**src/rtl/filter_mode_ctrl.sv**
```systemverilog
// Filter mode controller: frame-aligned mode switching
// with sync edge detection and pixel/line/frame counters.
module filter_mode_ctrl #(
  parameter int unsigned SETTLE_CYCLES = 6,
  parameter logic [1:0]  MODE_RST      = 2'b00
) (
  input  logic       CLK,
  input  logic       RST,
  input  logic       EN,
  input  logic       H_sync,
  input  logic       V_sync,
  input  logic [1:0] mode_req,
  input  logic       mode_req_valid,
  input  logic       btn_next,
  output logic [1:0] Filter_en,
  output logic       pending,
  output logic       switching,
  output logic       sof,
  output logic [9:0] pix_cnt,
  output logic [9:0] line_cnt,
  output logic [7:0] frame_cnt
);

  localparam int CW =
    (SETTLE_CYCLES < 2) ? 1 : $clog2(SETTLE_CYCLES + 1);

  typedef enum logic [1:0] {
    ACTIVE  = 2'd0,
    PENDING = 2'd1,
    SETTLE  = 2'd2
  } state_t;

  state_t         state, state_nxt;
  logic [1:0]     pend_mode, pend_nxt;
  logic [1:0]     mode_nxt;
  logic [CW-1:0]  cnt, cnt_nxt;
  logic           req_flag, flag_nxt;
  logic           hs_q, vs_q;
  logic           h_rise, v_rise;

  assign h_rise = H_sync & ~hs_q;
  assign v_rise = V_sync & ~vs_q;

  // Next-state, pending-mode and settle-counter logic
  always_comb begin
    state_nxt = state;
    pend_nxt  = pend_mode;
    mode_nxt  = Filter_en;
    cnt_nxt   = cnt;
    flag_nxt  = 1'b0;
    case (state)
      ACTIVE: begin
        if (mode_req_valid) begin
          if (mode_req != Filter_en) begin
            pend_nxt  = mode_req;
            state_nxt = PENDING;
          end
        end else if (btn_next) begin
          pend_nxt  = Filter_en + 2'd1;
          state_nxt = PENDING;
        end
      end
      PENDING: begin
        if (mode_req_valid)
          pend_nxt = mode_req;
        else if (btn_next)
          pend_nxt = pend_mode + 2'd1;
        if (v_rise) begin
          mode_nxt  = pend_nxt;
          cnt_nxt   = CW'(SETTLE_CYCLES);
          state_nxt = SETTLE;
        end
      end
      SETTLE: begin
        flag_nxt = req_flag;
        if (mode_req_valid) begin
          pend_nxt = mode_req;
          flag_nxt = 1'b1;
        end else if (btn_next) begin
          pend_nxt = pend_mode + 2'd1;
          flag_nxt = 1'b1;
        end
        if (cnt != '0)
          cnt_nxt = cnt - CW'(1);
        if (cnt <= CW'(1)) begin
          state_nxt = flag_nxt ? PENDING : ACTIVE;
          flag_nxt  = 1'b0;
        end
      end
      default: state_nxt = ACTIVE;
    endcase
  end

  // Mode FSM registers and registered status outputs
  always_ff @(posedge CLK) begin
    if (RST) begin
      state     <= ACTIVE;
      pend_mode <= MODE_RST;
      Filter_en <= MODE_RST;
      cnt       <= '0;
      req_flag  <= 1'b0;
      pending   <= 1'b0;
      switching <= 1'b0;
    end else begin
      state     <= state_nxt;
      pend_mode <= pend_nxt;
      Filter_en <= mode_nxt;
      cnt       <= cnt_nxt;
      req_flag  <= flag_nxt;
      pending   <= (state_nxt == PENDING);
      switching <= (state_nxt == SETTLE);
    end
  end

  // Sync edge capture, start-of-frame pulse and position counters
  always_ff @(posedge CLK) begin
    if (RST) begin
      hs_q      <= 1'b0;
      vs_q      <= 1'b0;
      sof       <= 1'b0;
      pix_cnt   <= '0;
      line_cnt  <= '0;
      frame_cnt <= '0;
    end else begin
      hs_q <= H_sync;
      vs_q <= V_sync;
      sof  <= v_rise;
      if (h_rise)
        pix_cnt <= '0;
      else if (EN && pix_cnt != 10'h3FF)
        pix_cnt <= pix_cnt + 10'd1;
      if (v_rise)
        line_cnt <= '0;
      else if (h_rise && line_cnt != 10'h3FF)
        line_cnt <= line_cnt + 10'd1;
      if (v_rise)
        frame_cnt <= frame_cnt + 8'd1;
    end
  end

endmodule

```
**config.mk**
```make
export PLATFORM = sky130hd
export DESIGN_NAME = filter_mode_ctrl
export DESIGN_NICKNAME = d
export VERILOG_FILES = /design/src/rtl/filter_mode_ctrl.sv
export SDC_FILE = /design/constraint.sdc
export NUM_CORES = 1
export LEC_CHECK = 0
export ABC_AREA = 0
export BUFFER_PORTS_ARGS = -buffer_cell sky130_fd_sc_hd__buf_2
export CAP_MARGIN = 20
export CORE_ASPECT_RATIO = 1.25
export CORE_MARGIN = 3
export CORE_UTILIZATION = 45
export CTS_CLUSTER_DIAMETER = 150
export DETAILED_ROUTE_END_ITERATION = 12
export PLACE_DENSITY = 0.67
export SLEW_MARGIN = 20
export SYNTH_ARGS = -nofsm -noshare
export SYNTH_HDL_FRONTEND = slang
export SYNTH_SLANG_ARGS = --single-unit
```
**constraint.sdc**
```tcl
create_clock -name CLK -period 4.72 [get_ports CLK]
set_clock_uncertainty 0.2 [all_clocks]
set_input_delay 0.472 -clock CLK [delete_from_list [all_inputs] [get_ports CLK]]
set_output_delay 0.472 -clock CLK [all_outputs]
set_load 0.01 [all_outputs]
```
Word level (Yosys, flattened, before mapping)

Cells that the tools add are included.

Bits in registers: 43
Output and inout bits: 33
Logic and storage cells: 68

Add/subtract/negate cells: 6
Order comparisons: 1
Equal/unequal tests: 11
Multiplexer cells: 19
Bitwise gates (word level): 5
Reduce and logical (&&, ||, !) cells: 13

Operator list:

| cell                  | count |
|---|---|
| $add 10x1->10 const B | 2 |
| $mux 2                | 10 |
| $ne 10x10->1 const B  | 2 |
| $add 8x1->8 const B   | 1 |
| $mux 3                | 2 |
| $ne 3x3->1 const B    | 2 |
| $pmux 2 s3            | 1 |
| $pmux 3 s2            | 1 |
| $reduce_and 3->1      | 2 |
| $reduce_or 2->1       | 3 |
| $add 2x1->2 const B   | 2 |
| $eq 2x1->1 const B    | 2 |
| $eq 2x2->1 const B    | 2 |
| $mux 1                | 4 |
| $ne 2x2->1 const B    | 2 |
| $pmux 2 s2            | 1 |
| $reduce_bool 2->1     | 2 |
| $le 3x1->1 const B    | 1 |
| $not 1->1             | 3 |
| $reduce_bool 3->1     | 1 |
| $reduce_or 3->1       | 1 |
| $sub 3x1->3 const B   | 1 |
| $and 1x1->1           | 2 |
| $logic_and 1x1->1     | 2 |
| other kinds (3)       | 3 |

Longest topological paths before layout

Word-level depth: 7
Mapped depth: 6
Gate-level depth less buffers: 6

Least setup slack after synthesis

OpenSTA, ideal clock, no wires.

Kind: reg-to-reg
From: reg state[0]
To: reg cnt[2]
Library setup time: 0.132 ns
Data arrival time: 1.470 ns
Required time: 4.388 ns
Setup slack: 2.918 ns
Cell stages (with the launch flop): 7
Period minus slack after synthesis: 1.802 ns
Cell sequence: dfxtp_1 > inv_1 > ha_1 > and3b_2 > a211oi_2 > a21bo_2 > a31oi_1

Longest elaborated chain between the ends: 3
Elaborated cells on any way between the ends: 7
Classes of those cells: eq/ne: 4; mux: 1; reduce/logical: 2

RTL lines:

| what                                                             | RTL line | source |
|---|---|---|
| from (decl)                                                      | 33       | `state_t state, state_nxt;` |
| from (signal assigned)                                           | 105      | `state <= state_nxt;` |
| $eq 2x2->1 / $eq 2x1->1 (equally long branches)                  | 51       | `case (state)` |
| $ne 2x2->1 (no line) / $reduce_bool 2->1 (equally long branches) | --       |  |
| $reduce_and 3->1 (no line)                                       | --       |  |
| to (signal assigned)                                             | 108      | `cnt <= cnt_nxt;` |
| to (decl)                                                        | 36       | `logic [CW-1:0] cnt, cnt_nxt;` |

Parallel ways exist; a longest one is shown, timed or not.
A chain may end at the register's enable or synchronous reset.

Worst setup path in the final report

Ends and elaborated chain as after synthesis.

==> flow_summary.yaml <==
logic_synthesis:
  ys.warnings.count: 0
  ys_types: 51
  ys_ff_latch: 43
  yosys-top-cells-area: "dfxtp_1 (39%), ha_1 (5.6%), nor2_1 (5.1%), xor2_1 (4.7%), xnor2_1 (3.2%)"
  synth_top_area_share_pct: 38.80
  syn_area_um2: 2218
  synth_cells: 245
  yosysSeqAreaShare_pct: 38.80
  async_reset_ff_share_pct: 0
  synth_area_per_cell_um2: 9.055
  synth_nets: 264
  yosysTopAreaCell: "dfxtp_1"
  synthFlopType: "dfxtp_1"
  synth_edf_count: 0
worst_setup_path:
  reg2regPathDepth: 6
  r2r-end: "cnt[2]"
  cp.arrival_ps: 1970
  endpoint_kind: "flip-flop"
  r2r_setup_slack_ps: 2720
  reg2reg_from: "state[0]"
  path_class: "reg -> reg"
  start_kind: "flip-flop"
  critPathLaunch: "state[0]"
  critPathRequiredTime_ps: 4690
  endpoint: "cnt[2]"
  worstPathMaxFanout: 8
power_and_ir_drop:
  power_density_nw_per_um2: 307.7
  ir_worst_vdd_v: 0.0001728
  power.static_leakage_uw: 0.001075
route:
  dr.first_iter.drc_count: 62
  ant_nets: 0
  viasPerCell: 5.478
  drt_wl_total_um: 4396
  wl_per_cell_um: 12.74
  route.detailed.drc: 0
  num_vias: 1890
  dr.pass1.iters: 4
clocking:
  clock_tree.root_cell: "clkbuf_8"
  cts_tree: "built"
  clkSlewWorstSetupHoldPaths_ps: 80
  cts_resized: 0
  clock_path_buffers: 2
  insertion_delay_ps: 290
  cts.sinks: 43
  cts_max_level: 2
  postCtsHoldBufs: 0
  cts_buffers: 5
  cts_setup_buffers: 0
finish:
  final_area_um2: 2584
  antennaDiodeCount: 0
  drive_gt1_share_pct: 23.34
  syn_to_final_growth_pct: 16.47
  fin_nets: 305
  layout_common_cells: "dfxtp_1 (43), buf_2 (41), nor2_1 (30)"
  fin_util_pct: 56.24
  final_common_cell: "dfxtp_1"
flow_run:
  cap_violations: 0
die:
  start_util_pct: 48.28
  ios: 42
  die-area_um2: 5814
  coreArea_um2: 4594
  dieHeight_um: 84.50
  die_w_um: 68.80
  row_count: 27
global_route:
  grt_max_degree: 24
  overflow: 0
  grt_pass1_vias: 1658
  grtUsageTotal_pct: 16.36
  grt_pass1_wl_um: 7452
  antenna_found_initial: 0
sta:
  hold_viol: 0
  fin_crit_ps: 2003
  finalCritPeriodShare_pct: 42.45
  max_freq_ghz: 0.4991
  setup_tns_ps: 0
  timing_worst_slew_pin_value_ps: 774.6
  setup_viol: 0
  rsz0062_at_grt: "no"
  slew-limit-headroom_pct: 48.25
  drv_slew: 0
placement:
  io_buffers: 41
  place.gp.congestion: 0.7953
  dp_hpwl_um: 3210
  placed_area_um2: 2466
min_path:
  hold_path.class: "in -> reg"
run_status:
  outcome: "complete, no violations"
[worst min path at each step]
| stage | from | cells past startpoint | slack, ps | endpoint |
|---|---|---|---|---|
| floorplan | cnt[0] | 2 | 280 | cnt[0] |
| global placement | frame_cnt[1] | 2 | 280 | frame_cnt[1] |
| detailed placement | frame_cnt[1] | 2 | 280 | frame_cnt[1] |
| CTS | V_sync | 2 | 210 | vs_q |
| global route | V_sync | 2 | 240 | vs_q |
| finish | V_sync | 2 | 220 | vs_q |
[synth_stat cells (2+ instances only)]
cell type	count
o211ai_1	2
o311ai_0	2
or2_2	5
nor4_1	2
o31ai_2	3
xnor2_1	8
and3_1	6
dfxtp_1	43
a311oi_1	5
nand2b_1	6
a21oi_1	10
o31ai_1	3
nand2_1	16
nor2b_1	5
xor2_1	12
nor3_1	2
nor2_1	30
nand3b_1	2
nand4_1	7
o21ai_0	7
mux2i_1	3
or3_1	4
clkbuf_1	3
a211oi_1	4
o21ba_2	2
ha_1	10
buf_2	3
inv_1	9
nand3_1	9
[sequential cells by signal, indices dropped and copies added, names as in the netlist]
register / cells
pix_cnt: 10
pending: 1
frame_cnt: 8
pend_mode: 2
line_cnt: 10
hs_q: 1
switching: 1
req_flag: 1
cnt: 3
state: 2
Filter_en: 2
sof: 1
vs_q: 1
[metrics by stage]
step                      worst slack, ps  power [uW]  std cells  hold WS [ps]
after floorplan                      2918       481.4        245         280.8
after global placement               2653       509.6        337         277.4
after detailed placement             2629       510.8        337         282.0
after CTS                            2727       806.9        345         209.7
after global routing                 2564       835.0        345         241.0
final                                2717       795.1        345         217.8
[routing by layer]
| metal | wire (um) | global-route usage (%) | vias up | share of wire (%) |
|---|---|---|---|---|
| met4 | 74 | 5.851 | 0 | 1.7 |
| met5 | 0 | 0 | - | 0 |
| met3 | 196 | 4.150 | 8 | 4.5 |
| li1 | - | - | 973 | - |
| met2 | 2041 | 26.15 | 28 | 46 |
| met1 | 2084 | 20.91 | 881 | 47 |
[area by class of cell]
type,count,area (um2)
fillers,460,2011
flip-flops and latches,43,860.8
repair buffers,41,205.2
clock inverters,2,35.03
inverters,9,33.78
multi-input cells,186,1294
clock buffers,6,82.58
well taps,58,72.57
[cells by family after synthesis]
logic type / share of synthesized area, %
simple gates: 24.82
compound gates: 18.61
flops: 38.80
xor+xnor: 7.896
buf+inv: 2.876
fa+ha+maj: 5.640
mux: 1.354
[power breakdown]
| group | internal [uW] | switching (uW) |
|---|---|---|
| combinational | 48.5 | 62.2 |
| sequential | 377 | 14.2 |
| clock | 171 | 122 |
[worst max-delay path, stage by stage, from the launching register on]
cell      delay [ps]
dfxtp_1          450
inv_1            100
ha_1             310
and3b_2          260
a211oi_2         310
a21bo_2          190
a31oi_1           70
Note: power is estimated with default switching activity, not from simulation.
